## config.mk

```make
export PLATFORM = sky130hd
export DESIGN_NAME = alu_result_display
export DESIGN_NICKNAME = d
export VERILOG_FILES = /design/src/rtl/alu_display_pkg.sv /design/src/rtl/alu_result_display_hex7seg.sv /design/src/rtl/alu_result_display.sv
export SDC_FILE = /design/constraint.sdc
export NUM_CORES = 1
export LEC_CHECK = 0
export ABC_AREA = 1
export BUFFER_PORTS_ARGS = -buffer_cell sky130_fd_sc_hd__buf_2
export CORE_ASPECT_RATIO = 0.6
export CORE_MARGIN = 2
export CORE_UTILIZATION = 60
export CTS_BUF_LIST = sky130_fd_sc_hd__clkbuf_16
export CTS_CLUSTER_SIZE = 25
export DETAILED_ROUTE_END_ITERATION = 12
export PLACE_DENSITY = 0.81
export SYNTH_ARGS = -nofsm -noshare
export SYNTH_HDL_FRONTEND = slang
export SYNTH_SLANG_ARGS = --single-unit
```

## constraint.sdc

```tcl
create_clock -name clk -period 4.65 [get_ports clk]
set_clock_uncertainty 0.2 [all_clocks]
set_input_delay 0.93 -clock clk [delete_from_list [all_inputs] [get_ports clk]]
set_output_delay 0.93 -clock clk [all_outputs]
set_load 0.05 [all_outputs]
```

## src/rtl/alu_display_pkg.sv

```systemverilog
// Shared field offsets, entry layout and 7-segment table for the ALU result display.
// The entry keeps the ALU flags next to the 4-bit result so one read drives every output.
package alu_display_pkg;

  localparam int SIGN_BIT  = 7;
  localparam int ZERO_BIT  = 6;
  localparam int CARRY_BIT = 5;
  localparam int DONE_BIT  = 4;
  localparam int RESULT_W  = 4;
  localparam int ENTRY_W   = 7;

  typedef struct packed {
    logic                sign;
    logic                zero;
    logic                carry;
    logic [RESULT_W-1:0] result;
  } entry_t;

  // Active-high segments, bit 0 = a ... bit 6 = g, indexed by the hex digit.
  localparam logic [6:0] SEG_TABLE [16] = '{
    7'h3F, 7'h06, 7'h5B, 7'h4F, 7'h66, 7'h6D, 7'h7D, 7'h07,
    7'h7F, 7'h6F, 7'h77, 7'h7C, 7'h39, 7'h5E, 7'h79, 7'h71
  };

  function automatic entry_t make_entry(input logic [7:0] alu_byte);
    entry_t e;
    e.sign   = alu_byte[SIGN_BIT];
    e.zero   = alu_byte[ZERO_BIT];
    e.carry  = alu_byte[CARRY_BIT];
    e.result = alu_byte[RESULT_W-1:0];
    return e;
  endfunction

endpackage

```

## src/rtl/alu_result_display_hex7seg.sv

```systemverilog
// Combinational hex digit to 7-segment decoder.
module hex7seg
  import alu_display_pkg::*;
(
  input  logic [RESULT_W-1:0] digit,
  output logic [6:0]          seg
);

  // Table lookup covers all 16 codes, so no fall-through value is needed.
  always_comb begin
    seg = SEG_TABLE[digit];
  end

endmodule

```

## src/rtl/alu_result_display.sv

```systemverilog
// Captures each completed ALU operation into a history ring and displays one entry,
// with a synchronised step button scrolling from newest to oldest.
module alu_result_display
  import alu_display_pkg::*;
#(
  parameter int DEPTH = 4,
  parameter int IDX_W = $clog2(DEPTH)
) (
  input  logic             clk,
  input  logic             reset,
  input  logic [7:0]       alu_out,
  input  logic             step,
  output logic [6:0]       seg,
  output logic             dp,
  output logic             sign_led,
  output logic             zero_led,
  output logic [IDX_W-1:0] view_idx,
  output logic             valid
);

  localparam int               CNT_W = IDX_W + 1;
  localparam logic [CNT_W-1:0] FULL  = CNT_W'(DEPTH);

  entry_t           mem [DEPTH];
  logic             done_q;
  logic             capture;
  logic [IDX_W-1:0] wr_ptr;
  logic [CNT_W-1:0] count;
  logic             step_s1;
  logic             step_s2;
  logic             step_s3;
  logic             step_edge;
  logic [CNT_W-1:0] view_inc;
  logic [IDX_W-1:0] view_next;
  logic [IDX_W-1:0] rd_ptr;
  entry_t           viewed;
  logic [6:0]       seg_dec;

  // Capture and step edge detection; capture takes priority over a coincident step.
  always_comb begin
    capture   = alu_out[DONE_BIT] & ~done_q;
    step_edge = step_s2 & ~step_s3;
    view_inc  = {1'b0, view_idx} + CNT_W'(1);
    view_next = view_idx;
    if (capture) begin
      view_next = '0;
    end else if (step_edge && (count != '0)) begin
      if (view_inc >= count) begin
        view_next = '0;
      end else begin
        view_next = view_inc[IDX_W-1:0];
      end
    end else begin
      view_next = view_idx;
    end
  end

  // Newest entry sits just below wr_ptr; older entries walk backwards around the ring.
  always_comb begin
    rd_ptr = wr_ptr - IDX_W'(1) - view_idx;
    viewed = mem[rd_ptr];
  end

  hex7seg u_hex7seg (
    .digit (viewed.result),
    .seg   (seg_dec)
  );

  // Pointers, occupancy, done history and step synchroniser.
  always_ff @(posedge clk or negedge reset) begin
    if (!reset) begin
      done_q   <= 1'b0;
      wr_ptr   <= '0;
      count    <= '0;
      view_idx <= '0;
      step_s1  <= 1'b0;
      step_s2  <= 1'b0;
      step_s3  <= 1'b0;
    end else begin
      done_q   <= alu_out[DONE_BIT];
      step_s1  <= step;
      step_s2  <= step_s1;
      step_s3  <= step_s2;
      view_idx <= view_next;
      if (capture) begin
        wr_ptr <= wr_ptr + IDX_W'(1);
        if (count != FULL) begin
          count <= count + CNT_W'(1);
        end else begin
          count <= count;
        end
      end else begin
        wr_ptr <= wr_ptr;
        count  <= count;
      end
    end
  end

  // History storage; contents are unreachable until count says otherwise, so no reset.
  always_ff @(posedge clk) begin
    if (capture) begin
      mem[wr_ptr] <= make_entry(alu_out);
    end
  end

  // Registered display outputs, blanked while the history is empty.
  always_ff @(posedge clk or negedge reset) begin
    if (!reset) begin
      seg      <= 7'h00;
      dp       <= 1'b0;
      sign_led <= 1'b0;
      zero_led <= 1'b0;
      valid    <= 1'b0;
    end else if (count == '0) begin
      seg      <= 7'h00;
      dp       <= 1'b0;
      sign_led <= 1'b0;
      zero_led <= 1'b0;
      valid    <= 1'b0;
    end else begin
      seg      <= seg_dec;
      dp       <= viewed.carry;
      sign_led <= viewed.sign;
      zero_led <= viewed.zero;
      valid    <= 1'b1;
    end
  end

endmodule

```

== Yosys cells after proc, flatten, opt, wreduce, memory -nomap -nowiden ==
Memory sizes are Yosys's and may differ from the RTL's.
Index checks and enable logic that the tools add are counted.

* Memories kept: 2
* Register bits after elaboration: 22
* Output and inout bits: 13
* Bits in writable memories: 28
* Bits of input ports: 11
* Bits in read-only memories: 112
* Logic and storage cells: 44

{| class="wikitable"
|+ Memory list
! name !! depth !! width !! read ports !! clocked after memory_dff !! write ports !! RTL line !! RTL
|-
| (no name shown) || 16 || 7 || 1 || 0 || 0 || alu_result_display_hex7seg.sv:11 || <nowiki>seg = SEG_TABLE[digit];</nowiki>
|-
| mem || 4 || 7 || 1 || 0 || 1 || alu_result_display.sv:24 || <nowiki>entry_t mem [DEPTH];</nowiki>
|}

* Add/subtract/negate cells: 5
* Bitwise logic cells: 5
* Order comparisons: 2
* Eq/ne operators: 1
* Muxes and demuxes: 12
* Reduce and logical (&&, ||, !) cells: 5

{| class="wikitable"
|+ Operators by type and width
! cell !! number
|-
| $mux W7 || 3
|-
| $mux W1 || 6
|-
| $mux W2 || 3
|-
| $ge A5 B5 Y1 const B || 1
|-
| $not A4 Y5 || 1
|-
| $add A2 B1 Y3 const B || 1
|-
| $add A3 B1 Y3 const B || 1
|-
| $ge A3 B3 Y1 || 1
|-
| $logic_not A3 Y1 || 1
|-
| $ne A3 B3 Y1 const B || 1
|-
| $reduce_bool A3 Y1 || 1
|-
| $add A2 B1 Y2 const B || 1
|-
| $and A1 B1 Y1 || 2
|-
| $not A1 Y1 || 2
|-
| $reduce_and A2 Y1 || 1
|-
| $reduce_bool A2 Y1 || 1
|-
| $sub A2 B1 Y2 const B || 1
|-
| $sub A2 B2 Y2 || 1
|-
| $logic_and A1 B1 Y1 || 1
|}

== Logic depth before layout (Yosys ltp) ==
An unclocked memory read counts as a cell.

* Depth in word-level cells: 8
* Gate-level depth with buffers: 15
* Gate-level depth less buffers: 15

== Hierarchy ==
Synthesis repeated with hierarchy kept, for this count alone.

* Cell total of the unflattened synthesis: 245
* Area, all modules: 2,399.8 um^2

{| class="wikitable"
|+ By module, submodules not included
! module !! area an instance (um^2) !! times used !! seq. area each (um^2) !! cells an instance
|-
| alu_result_display || 2,129.5 || 1 || 1,391.3 || 193
|-
| hex7seg || 270.3 || 1 || 0.0 || 52
|}

== Least setup slack after synthesis ==
No wires, ideal clock.

* Kind: reg-to-reg
* Start: reg view_idx[0]
* End: reg seg[3]
* Data required time: 4.331 ns
* Path slack: 2.081 ns
* Library setup time: 0.119 ns
* Period minus slack after synthesis: 2.569 ns
* Cell stages (with the launch flop): 14
* Buffers on the path: 1
* Arrival time: 2.250 ns
* Cells stage by stage: dfrtp_1 > inv_1 > ha_1 > buf_2 > o21ai_0 > nand3_1 > nand2_1 > inv_1 > ha_1 > inv_1 > nand2_1 > nand3_1 > nand2_1 > nor2_1

* Longest elaborated chain between the ends: 7

{| class="wikitable"
|+ RTL lines
! element !! RTL line !! RTL
|-
| start: declaration || alu_result_display.sv:17 || <nowiki>output logic [IDX_W-1:0] view_idx,</nowiki>
|-
| start signal: assignment || alu_result_display.sv:84 || <nowiki>view_idx <= view_next;</nowiki>
|-
| $sub A2 B2 Y2 || alu_result_display.sv:60 || <nowiki>rd_ptr = wr_ptr - IDX_W'(1) - view_idx;</nowiki>
|-
| $mem_v2 Z4 W7 || - ||
|-
| $not A4 Y5 (implied by the code) || alu_result_display_hex7seg.sv:11 ||
|-
| $mem_v2 Z16 W7 || - ||
|-
| $mux W7 (implied by the code) (2 in a row) || alu_result_display_hex7seg.sv:11 ||
|-
| $mux W7 || alu_result_display.sv:114 || <nowiki>end else if (count == '0) begin</nowiki>
|-
| end signal: assignment || alu_result_display.sv:121 || <nowiki>seg <= seg_dec;</nowiki>
|-
| end: declaration || alu_result_display.sv:13 || <nowiki>output logic [6:0] seg,</nowiki>
|}

No other way between the ends. The select of a mux whose other input is x is not followed.
A chain may end at the register's enable or synchronous reset.

== Worst setup path after layout ==
Same ends and word-level chain as after synthesis.

==> flow_metrics.env <==
export IMPL_maxCapViolCount=0
export IMPL_synth_edff_count=28
export IMPL_n_antenna_cell=0
export IMPL_synth_warnings=0
export IMPL_status="completed"
export IMPL_period_share=0.576
export IMPL_relSlewSlack=0.574
export IMPL_row_count=17
export IMPL_clk_pin_slew_worst_paths_ns=0.07
export IMPL_drt_antenna_violating_nets=0
export IMPL_syn_inst=233
export IMPL_wl_mm=4.69
export IMPL_clk_path_buf_depth=2
export IMPL_cp_arrival_ns=2.71
export IMPL_drtIter0Drc=110
export IMPL_final_setup_tns_ns=0
export IMPL_r2r_start="view_idx[0]"
export IMPL_critPathSlowestCell="ha_1"
export IMPL_synth_seq_cells=50
export IMPL_cpMostUsedCell="nand2_1"
export IMPL_clkLatencyLatePin_ns=0.30
export IMPL_grt_usage=0.239
export IMPL_htree_levels=2
export IMPL_async_flop_share=0.440
export IMPL_cts_buffers=5
export IMPL_regToRegSetupSlack_ns=1.97
export IMPL_critPathKind="reg -> reg"
export IMPL_ys_seq_area_frac=0.571
export IMPL_layout_commonest_cell="nand2_1"
export IMPL_crit_chain="inv_1, ha_1, inv_2, nand2_1, nand2_1, nand3b_1, nand2_1, ha_1, inv_1, nand2_1, nand3_1, nand2_1, nor2_1"
export IMPL_via_per_inst=5.30
export IMPL_coreArea_um2=3790
export IMPL_grt_pass1_vias=1612
export IMPL_grt_antenna_before_repair=0
export IMPL_dieArea_um2=4610
export IMPL_die_x_um=86.3
export IMPL_setup_violations=0
export IMPL_syn_avg_cell_area_um2=10.5
export IMPL_syn_num_nets=261
export IMPL_critPathLaunch="view_idx[0]"
export IMPL_drc=0
export IMPL_port_buffers=23
export IMPL_area_growth_pct=12.9
export IMPL_hold_buffers=0
export IMPL_dp_hpwl_mm=3.49
export IMPL_critPathMaxFanout=20
export IMPL_critPathMaxStageDelay_ns=0.67
export IMPL_cp_start_kind="flip-flop"
export IMPL_holdCritStartpoint="step_s1"
export IMPL_ioPinCount=24
export IMPL_post_drt_wl_per_cell_um=15.2
export IMPL_mappedNetlistArea_um2=2440
export IMPL_root_buffer="clkbuf_16"
export IMPL_min_path_type="reg -> reg"
export IMPL_gp_congestion=0.874
export IMPL_grt_pass1_wl_mm=7.70
export IMPL_worstPathRequired_ns=4.68
export IMPL_grt_remaining_overflow=0
export IMPL_end_kind="flip-flop"
export IMPL_final_cell_mix="57 x nand2_1, 29 x inv_1, 28 x edfxtp_1"
export IMPL_grt_max_degree=23
export IMPL_rsz0062_at_grt="false"
export IMPL_max_freq_mhz=373
export IMPL_post_cts_buffers=0
export IMPL_ys_types=25
export IMPL_worst_slew_pin_slew_ns=0.636
export IMPL_cts_sinks=50
export IMPL_die_h_um=53.4
export IMPL_fin_crit_ns=2.68
export IMPL_finalHoldViolCount=0
export IMPL_nets=289
export IMPL_cts_tree="yes"
export IMPL_dr_pass1_iters=4
export IMPL_drive_gt1_frac=0.202
export IMPL_ys_flop_type="edfxtp_1"
export IMPL_start_util=0.644
export IMPL_cts_resized=0
export IMPL_vias=1639
export IMPL_finalMaxSlewViolations=0
==> final timing paths <==
kind	to	depth (start not counted)
max	seg[3]	13
min	step_s2	0
max reg2reg	seg[3]	13
min reg2reg	step_s2	0
max in group asynchronous	seg[3]	1
min in group asynchronous	count[1]	1
==> cells by family (layout without fill, tap and decap cells) <==
logic type / count (synthesis) / after routing / share of synthesized area
xor+xnor: 3 / 3 / 0.0108
simple gates: 99 / 99 / 0.200
buf+inv: 35 / 64 / 0.0559
mux: 1 / 1 / 0.00410
fa+ha+maj: 17 / 17 / 0.0872
flops: 50 / 50 / 0.571
compound gates: 28 / 28 / 0.0713
==> Yosys cell counts, drive strengths merged, types with 2 or more instances <==
library cell,count,area [um2]
xor2,3,26.3
a31oi,3,18.8
nand3b,2,15.0
nor2,12,45.0
dfrtp,22,551
nand2,70,325
inv,32,120
ha,17,213
nand3,13,90.1
buf,2,12.5
edfxtp,28,841
nand4,2,12.5
a21oi,9,48.8
o21ai,16,106
==> per-stage QoR <==
stage	setup WS (ns)	instance area [um2]	std cells	hold WS, ns	util
6_report	1.97	2750	309	0.152	0.727
5_1_grt	1.74	2750	309	0.170	0.727
4_1_cts	1.98	2750	309	0.152	0.727
3_5_place_dp	1.93	2600	301	0.136	0.687
3_3_place_gp	1.99	2600	301	0.147	0.687
2_1_floorplan	2.08	2440	233	0.131	-
==> critical path, delay by kind of cell (launching register included) <==
kind | cells | cell delay, ns
simple gates | 8 | 0.75
fa+ha+maj | 2 | 0.93
buf+inv | 3 | 0.32
flops | 1 | 0.41
==> layout make-up <==
| cell class | instances | area [um2] |
|---|---|---|
| sequential | 50 | 1390 |
| fill | 269 | 1030 |
| tap | 47 | 58.8 |
| inverter | 33 | 124 |
| clock buffer | 5 | 125 |
| timing repair buffer | 23 | 115 |
| clock inverter | 3 | 28.8 |
| multi-input combinational | 148 | 911 |
==> flip-flops by register name, summed over array words and instances, names as in the netlist <==
register	count
count	3
done_q	1
dp	1
mem	28
seg	7
sign_led	1
step_s1	1
step_s2	1
step_s3	1
valid	1
view_idx	2
wr_ptr	2
zero_led	1
==> per-layer routing <==
metal | wire length [um] | vias up | share of wire | GRT usage
met5 | 0 | - | 0 | 0
met4 | 95 | 0 | 0.020 | 0.0781
met1 | 2380 | 762 | 0.51 | 0.329
met2 | 1920 | 54 | 0.41 | 0.346
li1 | - | 813 | - | -
met3 | 295 | 10 | 0.063 | 0.0983
Power is left out: the tool's default activity adds up to more than one toggle a clock period on the data nets, which glitch-free logic cannot reach.
